[src/rtl/mult_div_unit.sv]
// Multicycle signed multiply/divide unit that owns the HI/LO registers.
// Multiply: radix-2 Booth, 32 iterations. Divide: restoring division on
// operand magnitudes, 32 iterations, with the signs fixed up at the end.
// A start is accepted only in IDLE or DONE. Divide-by-zero skips straight
// to DONE with w_divZero set and leaves HI/LO untouched.
//
// Handshake: flagMultStart/flagDivStart are single-cycle requests. They are
// honoured only when w_busy is low, are never queued, and multiply wins when
// both are asserted together. w_done is a one-cycle pulse. HI/LO are valid
// from that cycle on and hold until the next completing operation.
module mult_div_unit (
  input  logic        clk,
  input  logic        reset_n,
  input  logic        flagMultStart,
  input  logic        flagDivStart,
  input  logic [31:0] w_opA,
  input  logic [31:0] w_opB,
  output logic [31:0] w_hiOut,
  output logic [31:0] w_loOut,
  output logic        w_busy,
  output logic        w_done,
  output logic        w_divZero,
  output logic [1:0]  w_dbgState
);

  typedef enum logic [1:0] {
    ST_IDLE = 2'd0,
    ST_MULT = 2'd1,
    ST_DIV  = 2'd2,
    ST_DONE = 2'd3
  } state_t;

  state_t      state;
  logic [5:0]  cnt;

  // Booth accumulator {A, Q, q-1}. A carries one guard bit so that
  // subtracting a most-negative multiplicand cannot overflow.
  logic [65:0] acc;
  logic [32:0] mcand;

  // Restoring divider: partial remainder, dividend/quotient shift register,
  // divisor magnitude and the result sign fix-ups.
  logic [31:0] rem;
  logic [31:0] quo;
  logic [31:0] dvsr;
  logic        neg_q;
  logic        neg_r;

  logic [65:0] acc_next;
  logic [32:0] a_sum;
  logic [32:0] shifted;
  logic [31:0] diff;
  logic        fits;
  logic [31:0] rem_next;
  logic [31:0] quo_next;
  logic [31:0] q_res;
  logic [31:0] r_res;
  logic [31:0] abs_a;
  logic [31:0] abs_b;

  assign w_dbgState = state;

  // One Booth step: add/sub multiplicand into A, then arithmetic shift right.
  always_comb begin
    a_sum = acc[65:33];
    case (acc[1:0])
      2'b01:   a_sum = acc[65:33] + mcand;
      2'b10:   a_sum = acc[65:33] - mcand;
      default: a_sum = acc[65:33];
    endcase
    acc_next = {a_sum[32], a_sum, acc[32:1]};
  end

  // One restoring-division step plus the final sign correction.
  always_comb begin
    shifted  = {rem, quo[31]};
    fits     = (shifted >= {1'b0, dvsr});
    diff     = shifted[31:0] - dvsr;
    rem_next = fits ? diff : shifted[31:0];
    quo_next = {quo[30:0], fits};
    q_res    = neg_q ? (32'd0 - quo_next) : quo_next;
    r_res    = neg_r ? (32'd0 - rem_next) : rem_next;
    abs_a    = w_opA[31] ? (32'd0 - w_opA) : w_opA;
    abs_b    = w_opB[31] ? (32'd0 - w_opB) : w_opB;
  end

  // Control FSM, datapath registers and registered status outputs.
  always_ff @(posedge clk or negedge reset_n) begin
    if (!reset_n) begin
      state     <= ST_IDLE;
      cnt       <= 6'd0;
      acc       <= 66'd0;
      mcand     <= 33'd0;
      rem       <= 32'd0;
      quo       <= 32'd0;
      dvsr      <= 32'd0;
      neg_q     <= 1'b0;
      neg_r     <= 1'b0;
      w_hiOut   <= 32'd0;
      w_loOut   <= 32'd0;
      w_busy    <= 1'b0;
      w_done    <= 1'b0;
      w_divZero <= 1'b0;
    end else begin
      case (state)
        ST_IDLE, ST_DONE: begin
          state     <= ST_IDLE;
          w_busy    <= 1'b0;
          w_done    <= 1'b0;
          w_divZero <= 1'b0;
          if (flagMultStart) begin
            acc    <= {33'd0, w_opB, 1'b0};
            mcand  <= {w_opA[31], w_opA};
            cnt    <= 6'd0;
            state  <= ST_MULT;
            w_busy <= 1'b1;
          end else if (flagDivStart && (w_opB != 32'd0)) begin
            rem    <= 32'd0;
            quo    <= abs_a;
            dvsr   <= abs_b;
            neg_q  <= w_opA[31] ^ w_opB[31];
            neg_r  <= w_opA[31];
            cnt    <= 6'd0;
            state  <= ST_DIV;
            w_busy <= 1'b1;
          end else if (flagDivStart) begin
            state     <= ST_DONE;
            w_done    <= 1'b1;
            w_divZero <= 1'b1;
          end
        end
        ST_MULT: begin
          acc <= acc_next;
          cnt <= cnt + 6'd1;
          if (cnt == 6'd31) begin
            w_hiOut <= acc_next[64:33];
            w_loOut <= acc_next[32:1];
            state   <= ST_DONE;
            w_busy  <= 1'b0;
            w_done  <= 1'b1;
          end
        end
        ST_DIV: begin
          rem <= rem_next;
          quo <= quo_next;
          cnt <= cnt + 6'd1;
          if (cnt == 6'd31) begin
            w_hiOut <= r_res;
            w_loOut <= q_res;
            state   <= ST_DONE;
            w_busy  <= 1'b0;
            w_done  <= 1'b1;
          end
        end
        default: begin
          state  <= ST_IDLE;
          w_busy <= 1'b0;
          w_done <= 1'b0;
        end
      endcase
    end
  end

endmodule

[config.mk]
export PLATFORM = sky130hd
export DESIGN_NAME = mult_div_unit
export DESIGN_NICKNAME = d
export VERILOG_FILES = /design/src/rtl/mult_div_unit.sv
export SDC_FILE = /design/constraint.sdc
export NUM_CORES = 1
export LEC_CHECK = 0
export CORE_MARGIN = 3
export CORE_UTILIZATION = 55
export CTS_CLUSTER_SIZE = 16
export DETAILED_ROUTE_END_ITERATION = 6
export PLACE_DENSITY = 0.75
export SLEW_MARGIN = 20
export SYNTH_ARGS = -nofsm -noshare
export SYNTH_HDL_FRONTEND = slang
export SYNTH_SLANG_ARGS = --single-unit
[constraint.sdc]
create_clock -name clk -period 4.95 [get_ports clk]
set_clock_uncertainty 0.15 [all_clocks]
set_input_delay 0.7425 -clock clk [delete_from_list [all_inputs] [get_ports clk]]
set_output_delay 0.7425 -clock clk [all_outputs]
set_load 0.02 [all_outputs]
==> results.md <==
- The run finished with clean final reports.
- TritonCTS built the clock tree.
- Across the VDD grid, the largest voltage drop is 0.774 mV.
- Yosys mapped the design onto 86 distinct sky130hd cell types.
- During synthesis, Yosys emitted a total of 0 warnings.
- The area of the die is ~37000 um2.
- The maximum fanout encountered on the critical timing path is 7.
- The total leakage power is ~0.0096 uW.
- The cell accounting for the most synthesized area is sky130_fd_sc_hd__dfrtp_1.
- The average cell area after synthesis is about 8.4 um2.
- By instance count, the leading cell after synthesis is sky130_fd_sc_hd__nand2_1.
- The share of layout cells above drive strength 1 is 0.120.
- The master cell of the clock root buffer is sky130_fd_sc_hd__clkbuf_16.
- Timing analysis after detailed placement gives a worst setup slack of -0.104 ns.
- The internal power consumption is 7770 uW.
- The share of the Yosys chip area taken by registers is 0.354.
- The maximum number of pins on one net before global-route repair is 113.
- The final layout net count is 2543.
- The placed instance count is around 2800.
- The routed layout has between 15000 and 20000 vias.
- The clock network fraction of design power is 0.161.
- The total power of the final layout is 14800 uW.
- The count of pins over their slew limit is 0.
- After synthesis, the cell types taking the most area are sky130_fd_sc_hd__dfrtp_1, sky130_fd_sc_hd__o21ai_0, sky130_fd_sc_hd__nand2_1, sky130_fd_sc_hd__xnor2_1, sky130_fd_sc_hd__ha_1.
- No sink is reached through more buffers than the 3 on the longest clock path.
- The final hold violation count was 0.
- The actual transition at the worst max-transition pin is 1.09 ns.
- The number of hold buffers added after CTS was 0.
- The total of fill cells in the finished design is 2805.
- The post-route minimum period is between 4 and 5 ns.
- The startpoint type of the worst setup path is a flip-flop.
- In this run the standard cell core region covers 33900 um2.
- After layout, the worst setup slack is 0.160 ns.
- The share of total power in sequential cells is 0.246.
- Measured against its own limit, the worst slew margin works out to 0.274.
- The total congestion overflow is 0.
- The count of flip-flops with a built-in enable after synthesis is 0.
- The wire length of the first global-routing pass is 98600 um.
- The initial utilization of the core area, before any placement, comes to 0.564.
- After detailed routing, the number of vias per cell comes to 6.35.
- Of the available clock period, the critical path in the final layout requires 0.968.
- The final count of negative-setup-slack endpoints is 0.
- The count of buffers added on input and output ports is 136.
- Summed over all failing endpoints, the final setup total negative slack is 0 ns.
- The clock net in this run drives a total of 270 sinks.
- The initialized floorplan defines 67 standard-cell rows.
- The last weighted congestion value of the routability-driven placer is 0.998.
- The first routing iteration left 1719 violations.
- Relative to the synthesized area, the layout overhead comes to 18.8%.
- For the worst setup path, the data required time is 5.28 ns.
- The number of detailed-route iterations in the first pass is 5.
- The number of cells in the finished layout apart from fillers is 2870.
- The repair_antennas step left the layout with diodes totalling 0.
- After synthesis the netlist holds a flip-flop and latch count of 270.
- Of the total power, the share spent switching nets is 0.475.
- The worst hold-check path type is input port to asynchronous set/reset pin.
- For this design the ratio of total power to cell area is 652 nW/um2.
- The cell count after synthesis came out at between 2000 and 2500.
- The count of pins on the block boundary is between 100 and 150.
- Static timing analysis puts the maximum clock frequency at 0.209 GHz.
- Clock-pin slew was measured on the worst setup and hold paths at roughly 0.060 ns.
- At the later pin of the worst-skew pair, clock insertion delay measures 0.60 ns.
- Across the run, the number of max-cap violations was 0.
- After detailed routing, the number of remaining DRC violations is 0.
- The power dissipated by switching net loads is 7030 uW.
- The worst setup path is of the flip-flop to flip-flop kind.
- The number of antenna violations at the first check in global routing is 0.
- The netlist area before placement is 19100 um2.
- Once detailed placement completed, the half-perimeter wirelength came to roughly 47000 um.
- The power share of the combinational group is 0.594.
- The average routed wire per standard cell is about 22 um.
- In this run, CTS created clock tree buffers numbering 31.
- Counting instances in the post-synthesis netlist gives the leading cell types as sky130_fd_sc_hd__nand2_1, sky130_fd_sc_hd__dfrtp_1, sky130_fd_sc_hd__o21ai_0.
- In the synthesized netlist the dominant register cell turns out to be sky130_fd_sc_hd__dfrtp_1.
- Synthesis produced a netlist with a net count of roughly 2400.
- The die height is 192 um.
- The fraction of registers with async set/reset is 1.00.
- STA classifies the critical path endpoint as a flip-flop.
- The area share of the largest cell type after synthesis is 0.354.
- The data arrival time of the critical path is 5.12 ns.
- For this run, the total global-route usage over all layers was measured as 0.339.
- The total length of routed wires is 63300 um.
- The via count of the first global-routing pass is 17400.
- The count of nets left with antenna violations after detail routing is 0.
- The floorplan step set the die width to 192 um.
- The maximum level of the CTS H-tree is 1.
[area by class of cell]
class / instances / area (um2) / area share
multi-input combinational: 1776 / 11900 / 0.523
sequential: 270 / 6760 / 0.298
timing repair buffer: 238 / 2150 / 0.0948
clock buffer: 37 / 838 / 0.0369
tap: 448 / 561 / 0.0247
inverter: 83 / 312 / 0.0137
clock inverter: 18 / 205 / 0.00904
[registers in the layout, summed over array words and instances, names as in the netlist]
| signal | count |
|---|---|
| cnt | 6 |
| w_divZero | 1 |
| neg_q | 1 |
| neg_r | 1 |
| acc | 65 |
| rem | 32 |
| mcand | 32 |
| dvsr | 32 |
| w_dbgState | 2 |
| w_hiOut | 32 |
| w_loOut | 32 |
| w_busy | 1 |
| quo | 32 |
| w_done | 1 |
[timing repair]
action                                  in CTS  in global routing
cloned                                       0                  0
endpoints found under the setup margin       4                 18
resized for setup                            3                 67
pin swaps                                    0                 17
buffers inserted                             0                  7
[metrics by stage]
step	hold WS, ns	util	area (um2)
floorplan	0.293	-	19100
global placement	0.311	0.628	21300
detailed placement	0.320	0.628	21300
CTS	0.107	0.659	22300
global route	0.138	0.670	22700
finish	0.0496	0.670	22700
[final timing paths]
| check | start | end | slack (ns) | depth (start not counted) |
|---|---|---|---|---|
| worst max-delay path | dvsr[18] | w_hiOut[26] | 0.16 | 20 |
| worst min-delay path | reset_n | w_hiOut[14] | 0.05 | 1 |
| worst max register to register | dvsr[18] | w_hiOut[26] | 0.16 | 20 |
| worst min register to register | w_hiOut[11] | w_hiOut[11] | 0.32 | 2 |
| max in group asynchronous | reset_n | rem[21] | 3.43 | 2 |
| min in group clk | w_hiOut[11] | w_hiOut[11] | 0.32 | 2 |
[power groups by stage]
stage / clock network (uW) / registers (uW) / logic [uW]
after CTS: 2410 / 3610 / 8450
final: 2380 / 3640 / 8790
after global placement: 0 / 3610 / 8200
after detailed placement: 0 / 3640 / 8400
after floorplan: 0 / 3370 / 6000
after global routing: 2490 / 3710 / 9620
[critical path, stage by stage, from the launching register on]
cell,delay [ns]
sky130_fd_sc_hd__dfrtp_1,0.38
sky130_fd_sc_hd__inv_1,0.14
sky130_fd_sc_hd__ha_1,0.34
sky130_fd_sc_hd__a21oi_2,0.19
sky130_fd_sc_hd__o21ai_1,0.12
sky130_fd_sc_hd__a21oi_2,0.18
sky130_fd_sc_hd__inv_1,0.12
sky130_fd_sc_hd__a211oi_4,0.29
sky130_fd_sc_hd__nor2_4,0.07
sky130_fd_sc_hd__inv_2,0.13
sky130_fd_sc_hd__mux2i_2,0.27
sky130_fd_sc_hd__ha_2,0.21
sky130_fd_sc_hd__inv_1,0.06
sky130_fd_sc_hd__or3_1,0.38
sky130_fd_sc_hd__or4_1,0.43
sky130_fd_sc_hd__a21oi_2,0.15
sky130_fd_sc_hd__a41oi_1,0.07
sky130_fd_sc_hd__nor4_2,0.42
sky130_fd_sc_hd__a21oi_2,0.11
sky130_fd_sc_hd__xnor2_1,0.15
sky130_fd_sc_hd__a221o_1,0.31
[metal layers]
metal / wire length, um / track usage / up-vias
met2: 29200 / 0.542 / 760
met5: 0 / 0 / -
met4: 2540 / 0.114 / 0
li1: - / - / 8460
met3: 4690 / 0.0460 / 137
met1: 26900 / 0.477 / 8878
[cells in the final DEF (no fill, tap or decap), drive strengths merged, types with 23 or more instances in the layout]
| master | netlist | layout |
|---|---|---|
| clkbuf | 90 | 37 |
| o22ai | 37 | 37 |
| dfrtp | 270 | 270 |
| nand2 | 280 | 280 |
| a221oi | 26 | 26 |
| or3 | 27 | 27 |
| xnor2 | 106 | 106 |
| a22o | 23 | 23 |
| inv | 81 | 83 |
| clkdlybuf4s50 | 0 | 134 |
| a21oi | 172 | 172 |
| nor3 | 29 | 29 |
| o31ai | 59 | 59 |
| o21ai | 239 | 239 |
| nor2 | 180 | 180 |
| mux2i | 66 | 66 |
| nand3 | 32 | 32 |
| ha | 73 | 73 |
| buf | 45 | 104 |
| xor2 | 96 | 96 |
| mux2 | 38 | 38 |
[kinds of logic after synthesis]
family | after synthesis | share of synthesized area
muxes | 104 | 0.0570
and+or+nand+nor | 672 | 0.161
AOI/OAI and AO/OA | 723 | 0.239
xor gates and xnor gates | 202 | 0.0926
buffers and inverters | 218 | 0.0459
DFF | 270 | 0.354
adders and majority gates | 75 | 0.0499
No activity file was read; power rests on OpenSTA's default activity.
==> RTL change, RTL diff (same flow settings) <==
Register the output `w_loOut` once more, with the module's reset; this adds one clock of latency there. The other outputs are not delayed to match.
--- a/src/rtl/mult_div_unit.sv
+++ b/src/rtl/mult_div_unit.sv
@@ -29,6 +29,8 @@
     ST_DIV  = 2'd2,
     ST_DONE = 2'd3
   } state_t;
+
+  logic [31:0] w_loOut_s0;
 
   state_t      state;
   logic [5:0]  cnt;
@@ -97,7 +99,7 @@
       neg_q     <= 1'b0;
       neg_r     <= 1'b0;
       w_hiOut   <= 32'd0;
-      w_loOut   <= 32'd0;
+      w_loOut_s0 <= 32'd0;
       w_busy    <= 1'b0;
       w_done    <= 1'b0;
       w_divZero <= 1'b0;
@@ -134,7 +136,7 @@
           cnt <= cnt + 6'd1;
           if (cnt == 6'd31) begin
             w_hiOut <= acc_next[64:33];
-            w_loOut <= acc_next[32:1];
+            w_loOut_s0 <= acc_next[32:1];
             state   <= ST_DONE;
             w_busy  <= 1'b0;
             w_done  <= 1'b1;
@@ -146,7 +148,7 @@
           cnt <= cnt + 6'd1;
           if (cnt == 6'd31) begin
             w_hiOut <= r_res;
-            w_loOut <= q_res;
+            w_loOut_s0 <= q_res;
             state   <= ST_DONE;
             w_busy  <= 1'b0;
             w_done  <= 1'b1;
@@ -161,5 +163,13 @@
     end
   end
 
+  always_ff @(posedge clk or negedge reset_n) begin
+    if (!reset_n) begin
+      w_loOut <= '0;
+    end else begin
+      w_loOut <= w_loOut_s0;
+    end
+  end
+
 endmodule
 
Formal check against the unedited RTL: no difference found for any inputs over 4 cycles, from zero or initial values and one cycle with reset_n low; that may be too few to reach the edited logic, so the function may still have changed.
==> RTL change against the original RTL <==
Synthesized cell count rose by 1.4%. Hold slack better by 0.031 ns. Count of clock-buffer cells in the layout grew 8. Power increased by 2.3%. Routed wire length is 2.8% lower. Maximum frequency grew 2.7%. First-iteration DRC count grew 3.7%. Synthesized area rose by 3.8%. Sequential cell count grew 32. Setup slack improved by 0.12 ns. Sequential power is 8.2% higher. Final area increased by 1.2%. Critical path type unchanged. Critical endpoint is now w_hiOut[27]. Largest power group unchanged. Highest routed layer unchanged.
==> RTL change: results (changes against the original RTL) <==
Largest delay contributor family on the critical path - compound AO/OA/AOI/OAI gates
Hpwl dp - 45.76 mm (-3.2%)
WL/cell - 21.47 µm (-2.7%)
Worst VDD drop - 0.5887 mV (-24%)
Vias in the first global route - 16996 (-2.2%)
Outcome - finished, final reports clean
Buffers on Ports - 136 (unchanged)
GRT Total Usage - 31.16% (-2.7 points)
# placed instances - 2802 (-0.21%)
Final setup TNS - 0 ns (unchanged)
Largest net degree at the start of global routing - 133 (+18%)
Final net count - 2530 (-0.51%)
Syn Area/Cell - 8.643 µm² (+2.4%)
Top cells by count, synth - 302 x dfrtp_1, 300 x nand2_1, 257 x o21ai_0
Startpoint type of the worst setup path - register
DRT iter0 DRCs - 1782 (+3.7%)
Hold Path Class - input port to asynchronous set/reset pin
Critical register-to-register path startpoint - quo[31]
Worst-path clk slew - 0.06 ns (about the same)
Post-synthesis cell type count - 83 (-3.5%)
Clk Latency, worst-skew pair - 0.53 ns (-0.07 ns)
Async S/R FF share, synth - 100.0% (unchanged)
Htree depth - 2 (+1)
Slowest stage delay, CP - 0.58 ns (+0.15 ns)
Headroom to the max-slew limit - 28.75% (+1.3 points)
Antenna cells - 0 (unchanged)
CTS Buffer Depth - 3 (unchanged)
Routability cong. - 0.9481 (-5.0%)
Post-Layout Cell Count - 2865 (-0.17%)
Lkg Pwr - 0.009830 µW (+2.1%)
Area contributors post-synth - dfrtp_1 38%, o21ai_0 6.5%, nand2_1 5.7%
Worst reg-to-reg path cell count - 15 (-25%)
Crit-path slowest cell - or3_1
Routed vias - 18227 (-0.044%)
Max reg flops - 65 (unchanged)
Syn_nets - 2438 (+1.3%)
Root Driver - clkbuf_16
CP Data Arrival Time - 4.92 ns (-0.20 ns)
TritonCTS buffer count - 34 (+9.7%)
Max FO, Critical Path - 9 (+2)
Main flop type after synthesis - dfrtp_1
Share of layout cells above drive strength 1 - 8.921% (-3.1 points)
TritonRoute pass-1 iters - 6 (+1)
Post-synthesis sequential area ratio - 38.10% (+2.7 points)
Yosys warns - 0 (unchanged)
First-pass GRT wire length - 96.13 mm (-2.5%)
Worst slack, placed - 0.06987 ns (+0.1740 ns)
Largest Register - acc
RTL change: changes by cell type after synthesis, moves of 11 or more:
cell     change
a21oi_1     -36
dfrtp_1     +32
o21ai_0     +25
nand2_1     +20
nor3_1      +16
nor2_1      -11
RTL change: path summary, 6_finish.rpt:
check	slack, ns	end
worst min-delay path	0.08	rem[27]
worst max register to register	0.28	w_hiOut[27]
worst max-delay path	0.28	w_hiOut[27]
min in group clk	0.23	w_loOut[1]
worst min register to register	0.23	w_loOut[1]
max in group asynchronous	3.34	acc[12]
RTL change: metrics by stage:
step	total power [µW]	util [%]	hold slack (ns)	cell area [µm²]
2_1_floorplan	9781	-	0.2035	19840
3_3_place_gp	12050	61.92	0.2116	21700
3_5_place_dp	12240	61.92	0.2159	21700
4_1_cts	14850	65.07	0.1250	22810
5_1_grt	16170	65.52	0.1441	22970
6_report	15140	65.52	0.08110	22970
RTL change: logic make-up (layout without fill, tap and decap cells):
group                      count (synthesis)  count (layout)  synth area share, %
DFF                                      302             302                38.10
AOI/OAI and AO/OA                        728             728                23.24
adders and majority gates                 75              75                4.807
and+or+nand+nor                          695             695                16.05
buffers and inverters                    206             321                4.182
xor gates and xnor gates                 191             191                8.434
muxes                                     98              98                5.185
RTL change: layout make-up:
class | count | area, µm²
clock inverter | 14 | 150.1
multi-input combinational | 1787 | 11640
fill | 2871 | 12090
tap | 455 | 569.3
timing repair buffer | 188 | 1819
clock buffer | 45 | 953.4
inverter | 74 | 277.8
sequential | 302 | 7559
RTL change: timing repair:
item,4_1_cts,5_1_grt
gates resized for setup,0,34
setup buffers,0,4
setup endpoints to repair,0,21
RTL change: worst register-to-register path, delay by kind of cell (launching register included):
family / cells / cell delay, ns
simple gates: 2 / 0.66
flops: 1 / 0.44
mux: 1 / 0.37
buf+inv: 2 / 0.14
compound gates: 7 / 2.10
xor+xnor: 1 / 0.13
fa+ha+maj: 2 / 0.55
RTL change: layer usage:
metal	global-route usage (%)	share of wire, %	vias up
met5	0	0	-
met4	9.691	3.4	0
li1	-	-	8487
met1	45.47	44	8885
met3	4.757	7.4	107
met2	48.09	45	748
RTL change: report_power, final:
group / internal (µW) / leakage, µW / switching [µW]
Combinational: 3320 / 0.00534 / 5340
Sequential: 3150 / 0.00395 / 796
Clock: 1470 / 0.000538 / 1070
Total: 7940 / 0.00983 / 7200
